`src/rtl/ring_entropy_sampler.sv`:
```
// Ring-oscillator entropy sampler: synchronizes the ring, samples it on a prescaler
// tick, debiases with von Neumann pairs and delivers packed words over valid/ready.
module ring_entropy_sampler #(
   parameter int WIDTH       = 8,
   parameter int SAMPLE_DIV  = 16,
   parameter int SYNC_STAGES = 2,
   parameter int STUCK_PAIRS = 64
) (
   input  logic             clk,
   input  logic             rst_n,
   input  logic             enable,
   input  logic             ring_in,
   output logic [WIDTH-1:0] data,
   output logic             valid,
   input  logic             ready,
   output logic [7:0]       drop_count,
   output logic             stuck
);

   localparam int PW = (SAMPLE_DIV > 1) ? $clog2(SAMPLE_DIV) : 1;
   localparam int BW = (WIDTH > 1) ? $clog2(WIDTH) : 1;
   localparam int EW = $clog2(STUCK_PAIRS + 1);

   typedef enum logic {
      ST_FIRST  = 1'b0,
      ST_SECOND = 1'b1
   } pair_state_t;

   logic [SYNC_STAGES-1:0] sync_q;
   logic [PW-1:0]          pcnt_q, pcnt_d;
   pair_state_t            state_q, state_d;
   logic                   a_q, a_d;
   logic [WIDTH-1:0]       sr_q, sr_d;
   logic [BW-1:0]          bcnt_q, bcnt_d;
   logic [EW-1:0]          eqcnt_q, eqcnt_d;
   logic                   stuck_q, stuck_d;
   logic [WIDTH-1:0]       data_q, data_d;
   logic                   valid_q, valid_d;
   logic [7:0]             drop_q, drop_d;
   logic                   rs;
   logic                   tick;

   assign rs   = sync_q[SYNC_STAGES-1];
   assign tick = enable && (pcnt_q == PW'(SAMPLE_DIV - 1));

   always_ff @(posedge clk or negedge rst_n) begin
      if (!rst_n) begin
         sync_q  <= '0;
         pcnt_q  <= '0;
         state_q <= ST_FIRST;
         a_q     <= 1'b0;
         sr_q    <= '0;
         bcnt_q  <= '0;
         eqcnt_q <= '0;
         stuck_q <= 1'b0;
         data_q  <= '0;
         valid_q <= 1'b0;
         drop_q  <= '0;
      end else begin
         sync_q  <= {sync_q[SYNC_STAGES-2:0], ring_in};
         pcnt_q  <= pcnt_d;
         state_q <= state_d;
         a_q     <= a_d;
         sr_q    <= sr_d;
         bcnt_q  <= bcnt_d;
         eqcnt_q <= eqcnt_d;
         stuck_q <= stuck_d;
         data_q  <= data_d;
         valid_q <= valid_d;
         drop_q  <= drop_d;
      end
   end

   always_comb begin
      pcnt_d  = pcnt_q;
      state_d = state_q;
      a_d     = a_q;
      sr_d    = sr_q;
      bcnt_d  = bcnt_q;
      eqcnt_d = eqcnt_q;
      stuck_d = stuck_q;
      data_d  = data_q;
      valid_d = valid_q;
      drop_d  = drop_q;

      // A transfer retires the word; a completion below may reload it in the same cycle.
      if (valid_q && ready) begin
         valid_d = 1'b0;
      end

      if (!enable) begin
         pcnt_d  = '0;
         state_d = ST_FIRST;
         sr_d    = '0;
         bcnt_d  = '0;
         eqcnt_d = '0;
         stuck_d = 1'b0;
      end else begin
         pcnt_d = tick ? '0 : pcnt_q + 1'b1;
         if (tick) begin
            case (state_q)
               ST_FIRST: begin
                  a_d     = rs;
                  state_d = ST_SECOND;
               end
               default: begin
                  state_d = ST_FIRST;
                  if (a_q != rs) begin
                     sr_d    = {sr_q[WIDTH-2:0], a_q};
                     eqcnt_d = '0;
                     if (bcnt_q == BW'(WIDTH - 1)) begin
                        bcnt_d = '0;
                        if (!valid_q || ready) begin
                           data_d  = {sr_q[WIDTH-2:0], a_q};
                           valid_d = 1'b1;
                        end else if (drop_q != 8'hFF) begin
                           drop_d = drop_q + 8'd1;
                        end
                     end else begin
                        bcnt_d = bcnt_q + 1'b1;
                     end
                  end else begin
                     if (eqcnt_q != EW'(STUCK_PAIRS)) begin
                        eqcnt_d = eqcnt_q + 1'b1;
                     end
                     if (eqcnt_q == EW'(STUCK_PAIRS - 1)) begin
                        stuck_d = 1'b1;
                     end
                  end
               end
            endcase
         end
      end
   end

   assign data       = data_q;
   assign valid      = valid_q;
   assign drop_count = drop_q;
   assign stuck      = stuck_q;

endmodule

```
`config.mk`:
```
export PLATFORM = sky130hd
export DESIGN_NAME = ring_entropy_sampler
export DESIGN_NICKNAME = d
export VERILOG_FILES = /design/src/rtl/ring_entropy_sampler.sv
export SDC_FILE = /design/constraint.sdc
export NUM_CORES = 1
export LEC_CHECK = 0
export CAP_MARGIN = 20
export CORE_MARGIN = 8
export CORE_UTILIZATION = 50
export CTS_CLUSTER_DIAMETER = 50
export DETAILED_ROUTE_END_ITERATION = 8
export GPL_ROUTABILITY_DRIVEN = 0
export PLACE_DENSITY = 0.85
export SYNTH_ARGS = -nofsm -noshare
export SYNTH_HDL_FRONTEND = slang
export SYNTH_SLANG_ARGS = --single-unit
```
`constraint.sdc`:
```
create_clock -name clk -period 1.9 [get_ports clk]
set_input_delay 0.38 -clock clk [delete_from_list [all_inputs] [get_ports clk]]
set_output_delay 0.38 -clock clk [all_outputs]
set_load 0.01 [all_outputs]
```
==> metrics.md <==
| Metric | Value |
|---|---|
| CP max stage delay | 0.45 ns |
| Vias in the first global route | 1,487 |
| Syn_area_per_cell | 11.6 um2 |
| Leakage | 1.24 nW |
| Num rows | 23 |
| Min Tclk post-route | 1.91 ns |
| CP endpoint kind | flip-flop |
| Setup WS post-layout | -0.0102 ns |
| VDD IR max | 0.359 mV |
| Post-Route WL | 3.91 mm |
| Clk root buf | clkbuf_8 |
| # setup viols final | 1 |
| Worst setup SP type | flip-flop |
| Post-synthesis sequential area ratio | 53.4% |
| Total power | 1.91 mW |
| Routed length per instance | 14.4 um |
| Total vias in the final route | 1,467 |
| GRT Overall Usage | 13.2% |
| H-tree depth | 2 |
| Warnings, synthesis | 0 |
| Initial antenna violation count | 0 |
| Crit-path slowest cell | or4b_4 |
| ANT cells | 0 |
| Placement Cell Area | 2450 um2 |
| GRT overflow | 0 |
| Area of the multi-input gates | 923 um2 |
| Share of post-route cells with drive strength above 1 | 27.9% |
| DP Wirelength | 2.81 mm |
| Clock Tree Buf Depth | 2 |
| WS Path Type | reg -> reg |
| Initial Util | 51.1% |
| Synth-to-layout area growth | 30.5% |
| Pin count of the biggest net entering global routing | 30 |
| Library cells used by synthesis | 36 |
| Top cells by area, synth | dfrtp_1, mux2_4, o21ai_0, ha_1, nand3_1 |
| Worst-margin pin slew | 0.619 ns |
| CTS clk-pin slew, worst paths | 0.08 ns |
| Internal power | 1.52 mW |
| Gate Count Post-Synth | 174 |
| RSZ-0062 raised after global routing | true |
| Clk Latency, worst-skew pair | 0.30 ns |
| NetSw | 0.392 mW |
| Clock Power Share | 43.8% |
| Max Transition Viols Final | 0 |
| Worst Path Buf+Inv | 1 |
| Final Hold Viols | 0 |
| Yosys top cell by area | dfrtp_1 |
| Post-Route Skew | 0.00818 ns |
| # IOs | 23 |
| CTS buffer count | 5 |
| Crit path cell chain | inv_1 -> ha_2 -> or4b_4 -> or3_4 -> nor3b_4 -> mux2_2 |
| Worst Hold Class | in -> async |
| Violated checks | negative setup slack |
| Residual DRC | 0 |
| Initial DRC Count | 49 |
| Switch share | 20.5% |
| Comb power frac | 6.6% |
| Outcome | complete, but fails checks |
| Rel. slew slack | 58.8% |
| Total core area | 3940 um2 |
| Share of power burned in registers | 49.7% |
| DIE WIDTH | 79.5 um |
| Sink Count | 43 |
| # fillers | 297 |
| FF/Latch Area | 1080 um2 |
| Final Instance Area | 2630 um2 |
| Tcrit/Tclk final | 101% |
| Final Net Count | 232 |
| Die area | 6320 um2 |
| CP required | 2.08 ns |
| # Max-Cap Violations | 0 |
| Number of port buffers | 22 |
| Synth top area share | 53.4% |
| Hold_buf cts | 0 |
| Arrival @ worst endpoint | 2.09 ns |
| Fmax | 524 MHz |
| DIE HEIGHT | 79.5 um |
| Post-route ant nets | 0 |
| Dpl ws | -0.257 ns |
| Power per cell area | 726 nW/um2 |
| Syn nets | 185 |
| Delay-heaviest family, CP | simple AND/OR/NAND/NOR gates |
| Via/cell ratio | 5.39 |
| Post-Syn Area | 2010 um2 |
| TritonCTS clock tree | built |
| Crit Path Max Fanout | 3 |
| First-pass GRT wire length | 6.66 mm |
| Synthesized flop and latch total | 43 |
| Number of iterations in the first detailed-routing pass | 4 |
## cell type report
cell class              instances  share of cell area [%]
inverters                      11                    1.57
flip-flops and latches         43                    40.9
clock buffers                   6                    2.76
clock inverters                 2                    2.28
multi-input cells             116                    35.1
repair buffers                 44                    14.9
well taps                      50                    2.38
## cells by family (layout without fill, tap and decap cells)
kind of cell,count (synthesis),after routing,share of synthesized area (%)
DFF,43,43,53.4
adders and majority gates,6,6,3.73
AOI/OAI and AO/OA,29,29,8.38
xor gates and xnor gates,8,8,3.85
buffers and inverters,15,63,3.23
muxes,13,13,8.76
and+or+nand+nor,60,60,18.6
## synthesized netlist by cell type, drive strengths merged
cell,number
nand2,9
nand4,4
and3,7
clkbuf,2
a22o,2
a21o,3
and2,6
nand2b,2
xor2,1
nor2b,2
and4,1
a31oi,2
nand3,13
ha,6
dfrtp,43
o21ai,18
and2b,1
or3,3
mux2,13
xnor2,7
or4b,1
nor4,2
inv,11
nor2,2
nor3b,5
buf,2
a31o,1
nand4b,2
a21oi,3
## cells in the final DEF, fill, tap and decap left out, types with 3 or more instances in the layout
cell type,Yosys,final
a21oi_1,3,3
ha_1,6,3
xnor2_1,6,6
nand4_1,3,3
o21ai_0,17,16
clkdlybuf4s50_1,0,21
inv_1,11,11
and3_1,5,5
mux2_2,5,5
a21o_1,3,3
mux2_4,8,8
and2_1,6,6
nor3b_1,5,4
dfrtp_1,43,43
nand2_1,9,8
buf_4,0,21
clkbuf_8,0,5
nand3_1,13,13
## per-layer routing
| metal | routed length (um) | global-route usage [%] | vias to the layer above |
|---|---|---|---|
| met5 | 0 | 0 | - |
| met4 | 65 | 5.74 | 0 |
| met3 | 182 | 3.94 | 5 |
| met2 | 1900 | 22.2 | 25 |
| met1 | 1760 | 15.0 | 730 |
| li1 | - | - | 707 |
## through the flow
step	hold slack (ns)	util [%]	cells	TNS, ns
after CTS	0.107	66.0	272	-0.178
after detailed placement	0.350	62.2	265	-2.79
after global placement	0.353	62.2	265	-2.17
after floorplan	0.0844	-	174	0
after global routing	0.132	66.7	272	-0.107
final	0.0922	66.7	272	-0.0102
## power by group through the flow
stage | clock [mW] | combinational [mW] | sequential (mW)
2_1_floorplan | 0 | 0.0543 | 0.966
3_3_place_gp | 0 | 0.112 | 0.964
3_5_place_dp | 0 | 0.119 | 0.965
4_1_cts | 0.855 | 0.125 | 0.947
5_1_grt | 0.889 | 0.143 | 0.951
6_report | 0.836 | 0.125 | 0.949
## final timing paths
kind / start / to / slack, ns / cells after the start
hold / removal: rst_n / sr_q[2]$_DFFE_PN0P_ / 0.09 / 1
setup reg to reg: eqcnt_q[0]$_DFFE_PN0P_ / eqcnt_q[0]$_DFFE_PN0P_ / -0.01 / 6
hold reg to reg: sync_q[0]$_DFF_PN0_ / sync_q[1]$_DFF_PN0_ / 0.36 / 0
setup / recovery: eqcnt_q[0]$_DFFE_PN0P_ / eqcnt_q[0]$_DFFE_PN0P_ / -0.01 / 6
max in group asynchronous: rst_n / eqcnt_q[5]$_DFFE_PN0P_ / 1.23 / 2
min in group clk: sync_q[0]$_DFF_PN0_ / sync_q[1]$_DFF_PN0_ / 0.36 / 0
## sequential cells by signal, indices dropped and copies added, names as in the netlist
signal and flops:
bcnt_q 3, data 8, pcnt_q 4, eqcnt_q 7, drop_count 8, valid 1
stuck 1, a_q 1, sync_q 2, state_q 1, sr_q 7
## timing repair
item	CTS	global route
setup buffers	0	0
gates resized for setup	6	6
endpoints found under the setup margin	5	11
pin swaps	2	5
gates cloned	0	0
Power figures use the tool's default switching activity.
